<file path="src/rtl/spi_lcd_tx.sv">
// Display-link transmitter: takes 9-bit words (mode bit + byte) over valid/ready
// and shifts each byte out MSB first as one SPI mode-0 frame with D/C.
module spi_lcd_tx #(
  parameter int unsigned CLK_DIV = 2
) (
  input  logic       clk,
  input  logic       reset_n,
  input  logic       i_valid,
  input  logic [8:0] i_data,
  output logic       o_ready,
  output logic       o_sclk,
  output logic       o_mosi,
  output logic       o_cs_n,
  output logic       o_dc,
  output logic       o_busy
);

  localparam int unsigned BYTE_W = 8;
  localparam int unsigned DIV_W  = 8;
  localparam int unsigned BIT_W  = 3;
  localparam logic [DIV_W-1:0] DIV_LAST = DIV_W'(CLK_DIV - 1);
  localparam logic [BIT_W-1:0] BIT_LAST = BIT_W'(BYTE_W - 1);

  typedef enum logic [1:0] {IDLE, SETUP, HIGH, LOW} state_t;

  state_t              state, state_nxt;
  logic [DIV_W-1:0]    div_cnt, div_nxt;
  logic [BIT_W-1:0]    bit_cnt, bit_nxt;
  logic [BYTE_W-1:0]   shreg, shreg_nxt;
  logic                ready_nxt, sclk_nxt, mosi_nxt, cs_nxt, dc_nxt, busy_nxt;
  logic                div_done;

  assign div_done = (div_cnt == DIV_LAST);

  // State and all outputs are registered
  always_ff @(posedge clk or negedge reset_n) begin
    if (!reset_n) begin
      state   <= IDLE;
      div_cnt <= '0;
      bit_cnt <= '0;
      shreg   <= '0;
      o_ready <= 1'b0;
      o_sclk  <= 1'b0;
      o_mosi  <= 1'b0;
      o_cs_n  <= 1'b1;
      o_dc    <= 1'b0;
      o_busy  <= 1'b0;
    end else begin
      state   <= state_nxt;
      div_cnt <= div_nxt;
      bit_cnt <= bit_nxt;
      shreg   <= shreg_nxt;
      o_ready <= ready_nxt;
      o_sclk  <= sclk_nxt;
      o_mosi  <= mosi_nxt;
      o_cs_n  <= cs_nxt;
      o_dc    <= dc_nxt;
      o_busy  <= busy_nxt;
    end
  end

  // Each non-idle state lasts CLK_DIV cycles; transitions happen when the divider wraps
  always_comb begin
    state_nxt = state;
    div_nxt   = div_cnt;
    bit_nxt   = bit_cnt;
    shreg_nxt = shreg;
    ready_nxt = o_ready;
    sclk_nxt  = o_sclk;
    mosi_nxt  = o_mosi;
    cs_nxt    = o_cs_n;
    dc_nxt    = o_dc;
    busy_nxt  = o_busy;

    if (state != IDLE) begin
      div_nxt = div_done ? '0 : div_cnt + DIV_W'(1);
    end

    case (state)
      IDLE: begin
        ready_nxt = 1'b1;
        sclk_nxt  = 1'b0;
        cs_nxt    = 1'b1;
        busy_nxt  = 1'b0;
        div_nxt   = '0;
        bit_nxt   = '0;
        if (i_valid && o_ready) begin
          shreg_nxt = i_data[BYTE_W-1:0];
          dc_nxt    = i_data[BYTE_W];
          mosi_nxt  = i_data[BYTE_W-1];
          cs_nxt    = 1'b0;
          busy_nxt  = 1'b1;
          ready_nxt = 1'b0;
          state_nxt = SETUP;
        end
      end
      SETUP: begin
        if (div_done) begin
          sclk_nxt  = 1'b1;
          state_nxt = HIGH;
        end
      end
      HIGH: begin
        // Next bit is launched with the falling SCLK edge; the last bit is held
        if (div_done) begin
          sclk_nxt  = 1'b0;
          state_nxt = LOW;
          if (bit_cnt != BIT_LAST) begin
            mosi_nxt  = shreg[BYTE_W-2];
            shreg_nxt = {shreg[BYTE_W-2:0], 1'b0};
          end
        end
      end
      LOW: begin
        if (div_done) begin
          if (bit_cnt != BIT_LAST) begin
            bit_nxt   = bit_cnt + BIT_W'(1);
            sclk_nxt  = 1'b1;
            state_nxt = HIGH;
          end else begin
            cs_nxt    = 1'b1;
            busy_nxt  = 1'b0;
            ready_nxt = 1'b1;
            mosi_nxt  = 1'b0;
            state_nxt = IDLE;
          end
        end
      end
      default: state_nxt = IDLE;
    endcase
  end

endmodule

</file>
<file path="config.mk">
export PLATFORM = sky130hd
export DESIGN_NAME = spi_lcd_tx
export DESIGN_NICKNAME = d
export VERILOG_FILES = /design/src/rtl/spi_lcd_tx.sv
export SDC_FILE = /design/constraint.sdc
export NUM_CORES = 1
export LEC_CHECK = 0
export ABC_AREA = 1
export CAP_MARGIN = 20
export CORE_UTILIZATION = 45
export CTS_CLUSTER_SIZE = 14
export DETAILED_ROUTE_END_ITERATION = 8
export DONT_BUFFER_PORTS = 1
export HOLD_SLACK_MARGIN = 0.1
export PLACE_DENSITY_LB_ADDON = 0.25
export SLEW_MARGIN = 20
export SYNTH_ARGS = -nofsm -noshare
export SYNTH_HDL_FRONTEND = slang
export SYNTH_SLANG_ARGS = --single-unit
</file>
<file path="constraint.sdc">
create_clock -name clk -period 2.73 [get_ports clk]
set_clock_uncertainty 0.15 [all_clocks]
set_input_delay 0.819 -clock clk [delete_from_list [all_inputs] [get_ports clk]]
set_output_delay 0.819 -clock clk [all_outputs]
set_load 0.02 [all_outputs]
</file>
==> results of run 1 <==
==> Yosys cell counts, types with 2 or more instances <==
cell / instances
nand2_1: 68
dfrtp_1: 25
nand3_1: 22
inv_1: 15
nor2_1: 14
ha_1: 8
nand4_1: 3
o21ai_0: 3
a31oi_1: 2
nand2_2: 2
nor2_2: 2
nor2_4: 2
nor3b_1: 2
xor2_1: 2
==> metal layers <==
metal | track usage, % | share of wire, %
met1 | 23.32 | 45
met5 | 0 | 0
met4 | 8.844 | 1.9
met3 | 3.516 | 5.3
met2 | 28.90 | 48
==> state kept, by name (all words and copies together), names as in the netlist, 2 cells and up <==
name and count:
div_cnt 8, shreg 7, bit_cnt 3, state 2
==> final cells by class <==
class	count	area [sq um]	area share, %
repair buffers	2	30.03	1.940
well taps	44	55.05	3.557
clock buffers	3	22.52	1.455
multi-input cells	138	701.9	45.35
flip-flops and latches	26	651.9	42.12
clock inverters	1	30.03	1.940
inverters	15	56.30	3.638
==> critical path, stage by stage (launching register included) <==
cell and delay (ns):
dfrtp_1 0.43, inv_1 0.09, ha_1 0.35, inv_1 0.30, nor2_2 0.11, nor2_4 0.25, nand2_2 0.16, nand2_1 0.09
nand2_1 0.05
==> power by group through the flow <==
stage	registers, mW	clock network, mW	logic (mW)
finish	0.665	0.263	0.755
detailed placement	0.671	0	0.755
CTS	0.666	0.274	0.764
floorplan	0.646	0	0.646
global placement	0.668	0	0.732
global route	0.680	0.290	0.885
==> layout by cell type (no fill, tap or decap), drive strengths merged <==
cell type | Yosys | layout
a31oi | 2 | 2
bufinv | 0 | 1
nand3 | 22 | 22
dfrtp | 25 | 25
xnor2 | 1 | 1
nand2 | 70 | 70
nor3b | 2 | 2
or2 | 1 | 1
nor3 | 1 | 1
dfstp | 1 | 1
xor2 | 2 | 2
nand3b | 1 | 1
nand4 | 3 | 3
buf | 2 | 1
ha | 8 | 8
inv | 15 | 15
o21ai | 5 | 5
nor2 | 18 | 18
dlygate4sd3 | 0 | 1
a21oi | 1 | 1
mux2 | 1 | 1
clkbuf | 1 | 3
==> worst min-delay path by stage <==
stage,startpoint,end,slack (ns),cells after the start
final,reset_n,o_cs_n,0.16,0
after global routing,reset_n,o_cs_n,0.12,0
after CTS,reset_n,div_cnt[5],0.12,1
after detailed placement,shreg[2],shreg[2],0.32,2
after global placement,shreg[2],shreg[2],0.32,2
after floorplan,shreg[0],shreg[0],0.29,2
==> through the flow <==
| step | hold slack [ns] | area [sq um] | instances | util (%) |
|---|---|---|---|---|
| 2_1_floorplan | 0.2922 | 1430 | 182 | - |
| 3_3_place_gp | 0.3179 | 1465 | 223 | 48.39 |
| 3_5_place_dp | 0.3183 | 1465 | 223 | 48.39 |
| 4_1_cts | 0.1219 | 1538 | 228 | 50.79 |
| 5_1_grt | 0.1181 | 1548 | 229 | 51.12 |
| 6_report | 0.1574 | 1548 | 229 | 51.12 |
==> timing repair <==
action	in CTS	in global routing
setup buffers	0	0
hold buffers	1	1
hold endpoints to repair	25	1
resized for setup	0	0
==> cells by family (layout without fill, tap and decap cells) <==
kind of cell	after synthesis	count (layout)	synth area share [%]
muxes	1	1	0.7873
adders and majority gates	8	8	6.999
buffers and inverters	18	21	5.336
AOI/OAI and AO/OA	8	8	3.236
xor gates and xnor gates	3	3	1.838
DFF	26	26	45.58
and+or+nand+nor	118	118	36.22
==> results.cfg, run 1 <==
[outcome]
status = completed

[timing]
worst_slack_ns = 0.6623
fin_crit_sh_pct = 75.74
rsz0062_at_grt = false
setup_tns_ns = 0
worstMarginPinSlew_ns = 0.3972
fmax_mhz = 483.6
drv_slew = 0
final.min_clock_period_ns = 2.068
slew_headroom_pct = 73.52
finalHoldViolations = 0
setup_viol = 0

[place]
dp_hpwl_um = 2000
numPortBuffers = 0
gp_congestion = 0.8204
pre_cts_slack_ns = 0.6751

[floorplanning]
die_y_um = 58.38
die_area_sq_um = 3408
initial_core_util_pct = 47.23
num_rows = 20
pin_count = 18
die_x_um = 58.38
core_region_area_sq_um = 3028

[detailed_routing]
routed_wirelength_um = 2625
drc = 0
viasPerCell = 5.148
ant_nets = 0
dr_total_vias = 1179
first_pass_iters = 4
avgRoutedWirePerCell_um = 11.46
drt-initial-drc-count = 47

[grt]
track_usage_pct = 17.97
grt_pass1_vias = 1123
grt_max_degree = 26
overflow = 0
grt_pass1_wl_um = 4609
antenna_found_initial = 0

[final_layout]
n_fill_cell = 310
antenna_cells = 0
areaGrowthSynthToFinish_pct = 8.224
final_nets = 206
drive_above_1_share_pct = 8.108

[run]
max_cap_violations = 0

[synth]
synth.area.top_cells = dfrtp_1 (44%), nand2_1 (18%), nand3_1 (7.7%)
async_flop_share_pct = 100.0
syn-num-nets = 202
postSynthAreaPerCell_sq_um = 7.858
ys_seq_area_share_pct = 45.58
synth_area_leader_cell = dfrtp_1
ys_ff_latch = 26
synth_ff_type = dfrtp_1
yosys_warnings = 0
netlist_area_sq_um = 1430
syn_inst = 182
ys_types = 26
synth_edf_count = 0
synth_top_area_share_pct = 43.74

[power_and_ir_drop]
seq_power_share_pct = 39.5
power_mw = 1.684
swShare_pct = 44.76
leakage_nw = 0.8188
pwr-share-comb_pct = 44.8
max-vdd-ir-drop_mv = 0.4037
power.density_nw_per_um2 = 1088
p_sw_uw = 753.5
intPower_uw = 930.1
p_clk_share_pct = 15.6

[clock_network]
cts_made_buffers = 3
clockBufferDepth = 2
htreeDepth = 1
insertion_delay_ns = 0.33
clkTransAtPathRegs_ns = 0.14
tritoncts = done
clock-sinks = 26
cts_root_buf = clkbuf_4

[critical_path]
startpoint_type = register
crit_fanout = 13
crit_required_ns = 2.81
reg2reg_to = shreg[6]
critical_path.endpoint_type = register
crit_type = register to register
reg2regPathDepth = 8
r2r_slack_ns = 0.66
r2r-start = state[0]
startpoint = state[0]
crit_path_end = shreg[6]
worstPathArrival_ns = 2.15

[min_path]
hold_path_class = input pin to asynchronous set/reset pin
Note: power is estimated with default switching activity, not from simulation.
==> inputs of run 2 (changes only) <==
==> constraint.sdc (replaced) <==
create_clock -name clk -period 1.9 [get_ports clk]
set_clock_uncertainty 0.15 [all_clocks]
set_input_delay 0.57 -clock clk [delete_from_list [all_inputs] [get_ports clk]]
set_output_delay 0.57 -clock clk [all_outputs]
set_load 0.02 [all_outputs]
==> run 2 against run 1 <==
  * Fmax increased by 20%
  * Via count down 2.0%
  * Sequential power up 43%
  * Core utilization rose by 0.79 points
  * Register-to-register slack worse by 0.49 ns
  * Total power up 43%
  * Final area increased by 1.5%
  * Critical endpoint is now shreg[4]
  * Largest cell class unchanged
==> results.cfg, run 2 (synthesis results as in run 1) <==
[outcome]
status = completed

[detailed_routing]
ant_nets = 0
drc = 0
routed_wirelength_um = 2658
avgRoutedWirePerCell_um = 11.36
viasPerCell = 4.940
dr_total_vias = 1156
first_pass_iters = 4
drt-initial-drc-count = 62

[critical_path]
reg2regPathDepth = 8
worstPathArrival_ns = 1.80
r2r_slack_ns = 0.17
startpoint_type = register
crit_required_ns = 1.97
startpoint = bit_cnt[0]
crit_type = register to register
critical_path.endpoint_type = register
crit_path_end = shreg[4]
reg2reg_to = shreg[4]
r2r-start = bit_cnt[0]
crit_fanout = 8

[floorplanning]
die_area_sq_um = 3408
die_x_um = 58.38
core_region_area_sq_um = 3028
initial_core_util_pct = 47.23
num_rows = 20
pin_count = 18
die_y_um = 58.38

[clock_network]
htreeDepth = 1
clockBufferDepth = 2
clkTransAtPathRegs_ns = 0.14
cts_root_buf = clkbuf_4
insertion_delay_ns = 0.32
cts_made_buffers = 3
tritoncts = done
clock-sinks = 26

[power_and_ir_drop]
power_mw = 2.408
max-vdd-ir-drop_mv = 0.6953
leakage_nw = 0.8347
power.density_nw_per_um2 = 1533

[final_layout]
stdcell_count = 234
largest_register_ffs = 8
reg_top3 = div_cnt x8, shreg x7, bit_cnt x3
final_common_cell = nand2_1
top_register = div_cnt
final_nets = 211
drive_above_1_share_pct = 11.05
mostFrequentLayoutCells = nand2_1 (68), dfrtp_1 (25), nand3_1 (22), inv_1 (15), nor2_1 (14)
areaGrowthSynthToFinish_pct = 9.886
antenna_cells = 0

[timing]
whs_ns = 0.2347
worstMarginPinSlew_ns = 0.3703
slew_headroom_pct = 75.31
finalHoldViolations = 0
fmax_mhz = 579.1
fin_crit_sh_pct = 90.89
setup_viol = 0
setup_tns_ns = 0
worst_slack_ns = 0.1730
drv_slew = 0
final.min_clock_period_ns = 1.727
rsz0062_at_grt = false

[grt]
antenna_found_initial = 0
overflow = 0
track_usage_pct = 18.11
grt_pass1_wl_um = 4671
grt_pass1_vias = 1124
grt_max_degree = 27

[min_path]
hold_path_class = input pin to register
min_from = i_data[8]

[place]
dp.cells = 227
numPortBuffers = 0
dp_hpwl_um = 2029
gp_congestion = 0.8906
pre_cts_slack_ns = 0.05852

[run]
max_cap_violations = 0
## run 2: cell count changes in the layout (fill, tap and decap cells not counted), sizes merged
cell | previous run | this run
buf | 1 | 6
bufinv | 1 | 0
clkbuf | 3 | 4
## run 2: what timing repair did
item,4_1_cts,5_1_grt
gates resized for setup,0,1
endpoints found under the setup margin,0,10
buffers inserted,0,1
hold buffers,2,0
hold endpoints to repair,26,0
## run 2: area by class of cell
cell class | count | area, sq um
tap | 44 | 55.05
fill | 286 | 1456
inverter | 15 | 56.30
clock buffer | 4 | 36.28
timing repair buffer | 7 | 67.56
sequential | 26 | 651.9
multi-input combinational | 138 | 704.4
## run 2: stage by stage
step           instance area, sq um  util, %
2_1_floorplan                  1430        -
3_3_place_gp                   1495    49.38
3_5_place_dp                   1495    49.38
4_1_cts                        1562    51.57
5_1_grt                        1572    51.90
6_report                       1572    51.90
## run 2: worst min path at each step
stage / cells past startpoint / slack, ns / end
4_1_cts: 1 / 0.23 / o_dc
2_1_floorplan: 0 / 0.12 / bit_cnt[0]
5_1_grt: 1 / 0.22 / o_dc
3_5_place_dp: 0 / 0.13 / div_cnt[6]
6_report: 1 / 0.23 / o_dc
3_3_place_gp: 0 / 0.13 / div_cnt[6]
## run 2: per-layer routing
layer,vias to the layer above,GRT usage [%],routed length (um),part of all wire (%)
met1,534,23.12,1254,47
met3,5,2.857,115,4.3
met2,20,30.38,1239,47
met5,-,0,0,0
li1,597,-,-,-
met4,0,8.163,49,1.8
## run 2: critical path, cell delays in order, from the launching register on
cell     delay [ns]
dfrtp_1        0.41
ha_1           0.21
ha_1           0.22
inv_1          0.10
nand2_1        0.07
o21ai_2        0.16
nand2_2        0.18
nand2_1        0.09
nand2_1        0.05
## run 2: where the power goes
group,internal (mW),switching [mW]
Clock,0.117,0.159
Sequential,0.750,0.201
Combinational,0.437,0.744
Total,1.30,1.10
==> inputs of run 3 (changes only) <==
--- a/config.mk
+++ b/config.mk
@@ -8,11 +8,11 @@
 export ABC_AREA = 1
 export CAP_MARGIN = 20
 export CORE_UTILIZATION = 45
-export CTS_CLUSTER_SIZE = 14
+export CTS_CLUSTER_SIZE = 25
 export DETAILED_ROUTE_END_ITERATION = 8
 export DONT_BUFFER_PORTS = 1
 export HOLD_SLACK_MARGIN = 0.1
-export PLACE_DENSITY_LB_ADDON = 0.25
+export PLACE_DENSITY = 0.63
 export SLEW_MARGIN = 20
 export SYNTH_ARGS = -nofsm -noshare
 export SYNTH_HDL_FRONTEND = slang
==> run 3 against run 2 <==
  * Core utilization is 0.33 points higher
  * Die area unchanged
  * Wire length shrank 2.2%
  * Sequential share of layout area decreased by 0.26 points
  * Clock power is 11% lower
  * Global-route usage decreased by 1.1 points
  * Register-to-register slack lost 0.02 ns
  * Worst setup slack worse by 0.015 ns
  * Total power is 0.56% higher
==> results.cfg, run 3 (synthesis results as in run 1) <==
[place]
numPortBuffers = 0
dp_hpwl_um = 1946
gp_congestion = 0.8480

[critical_path]
startpoint = state[1]
crit_fanout = 9
crit_required_ns = 1.98
worstPathArrival_ns = 1.83
critical_path.endpoint_type = register
startpoint_type = register
reg2regPathDepth = 8
crit_type = register to register
reg2reg_to = shreg[0]
r2r-start = state[1]
crit_path_end = shreg[0]
r2r_slack_ns = 0.16

[clock_network]
clock-sinks = 26
cts_root_buf = clkbuf_4
clockBufferDepth = 2
htreeDepth = 1
insertion_delay_ns = 0.32
clkTransAtPathRegs_ns = 0.14
cts_made_buffers = 3
tritoncts = done

[timing]
final.min_clock_period_ns = 1.742
fin_crit_sh_pct = 91.69
drv_slew = 0
setup_tns_ns = 0
finalHoldViolations = 0
slew_headroom_pct = 78.39
fmax_mhz = 574.0
worstMarginPinSlew_ns = 0.3230
setup_viol = 0

[power_and_ir_drop]
leakage_nw = 0.8410
max-vdd-ir-drop_mv = 0.6002
power.density_nw_per_um2 = 1531

[floorplanning]
die_y_um = 58.38
pin_count = 18
num_rows = 20
initial_core_util_pct = 47.23
die_area_sq_um = 3408
die_x_um = 58.38
core_region_area_sq_um = 3028

[detailed_routing]
viasPerCell = 4.873
first_pass_iters = 4
ant_nets = 0
drt-initial-drc-count = 28
top_layer_used = met4
wl_met2_um = 1166
drc = 0
dr_wl_met3_um = 120
routed_wirelength_um = 2599
avgRoutedWirePerCell_um = 11.01
met1_length_um = 1268
dr_total_vias = 1150

[grt]
grt_pass1_vias = 1065
grt_pass1_wl_um = 4436
track_usage_pct = 17.00
grt_max_degree = 27
overflow = 0
antenna_found_initial = 0

[run]
max_cap_violations = 0

[min_path]
min_from = i_data[8]
hold_path_class = input pin to register

[outcome]
status = completed

[final_layout]
reg_top3 = div_cnt x8, shreg x7, bit_cnt x3
areaGrowthSynthToFinish_pct = 10.59
top_register = div_cnt
final_common_cell = nand2_1
largest_register_ffs = 8
final_nets = 213
n_fill_cell = 288
mostFrequentLayoutCells = nand2_1 (68), dfrtp_1 (25), nand3_1 (22), inv_1 (15), nor2_1 (14)
multi_input_area_sq_um = 709.4
antenna_cells = 0
utilization_pct = 52.23
drive_above_1_share_pct = 10.94
seq_area_sq_um = 651.9
run 3: changes by cell type in the layout (fill, tap and decap cells not counted), sizes merged:
cell	delta
buf	+2
run 3: layout make-up:
cell class | instances | area share [%]
Sequential cell | 26 | 41.22
Inverter | 15 | 3.560
Clock buffer | 4 | 1.661
Multi-Input combinational cell | 138 | 44.86
Timing Repair Buffer | 9 | 5.222
Tap cell | 44 | 3.481
run 3: worst max-delay path, stage by stage, from the launching register on:
cell     delay [ns]
dfrtp_1        0.45
inv_1          0.09
ha_1           0.19
inv_1          0.18
a21oi_1        0.10
nor2_4         0.21
nand2_2        0.14
nand2_1        0.09
nand2_1        0.05
run 3: report_power, final:
group | internal (mW) | switching [mW] | total (mW)
combinational | 0.479 | 0.748 | 1.23
sequential | 0.750 | 0.201 | 0.951
clock | 0.0823 | 0.163 | 0.245
run 3: worst min-delay path by stage:
| stage | to | slack [ns] | cells past startpoint |
|---|---|---|---|
| 2_1_floorplan | bit_cnt[0] | 0.12 | 0 |
| 3_3_place_gp | div_cnt[6] | 0.13 | 0 |
| 3_5_place_dp | div_cnt[6] | 0.12 | 0 |
| 4_1_cts | o_dc | 0.23 | 1 |
| 5_1_grt | o_dc | 0.22 | 1 |
| 6_report | o_dc | 0.24 | 1 |
run 3: per-layer routing:
metal	global-route usage, %	up-vias
met3	3.077	5
met5	0	-
met4	7.143	0
met1	20.90	518
met2	29.39	26
li1	-	601
run 3: what timing repair did:
action	CTS	global route
hold endpoints to repair	26	0
gates resized for setup	0	1
endpoints found under the setup margin	0	9
hold buffers	2	0
setup buffers	0	3
run 3: stage by stage:
| stage | area [sq um] | setup slack [ns] | hold slack [ns] | std cells | power, mW |
|---|---|---|---|---|---|
| after global routing | 1582 | -0.004377 | 0.2168 | 236 | 2.675 |
| after floorplan | 1430 | 0.2269 | 0.1244 | 182 | 1.856 |
| after CTS | 1551 | 0.05633 | 0.2308 | 233 | 2.361 |
| final | 1582 | 0.1578 | 0.2365 | 236 | 2.422 |
| after global placement | 1495 | 0.1281 | 0.1250 | 227 | 2.069 |
| after detailed placement | 1495 | 0.07758 | 0.1250 | 227 | 2.100 |
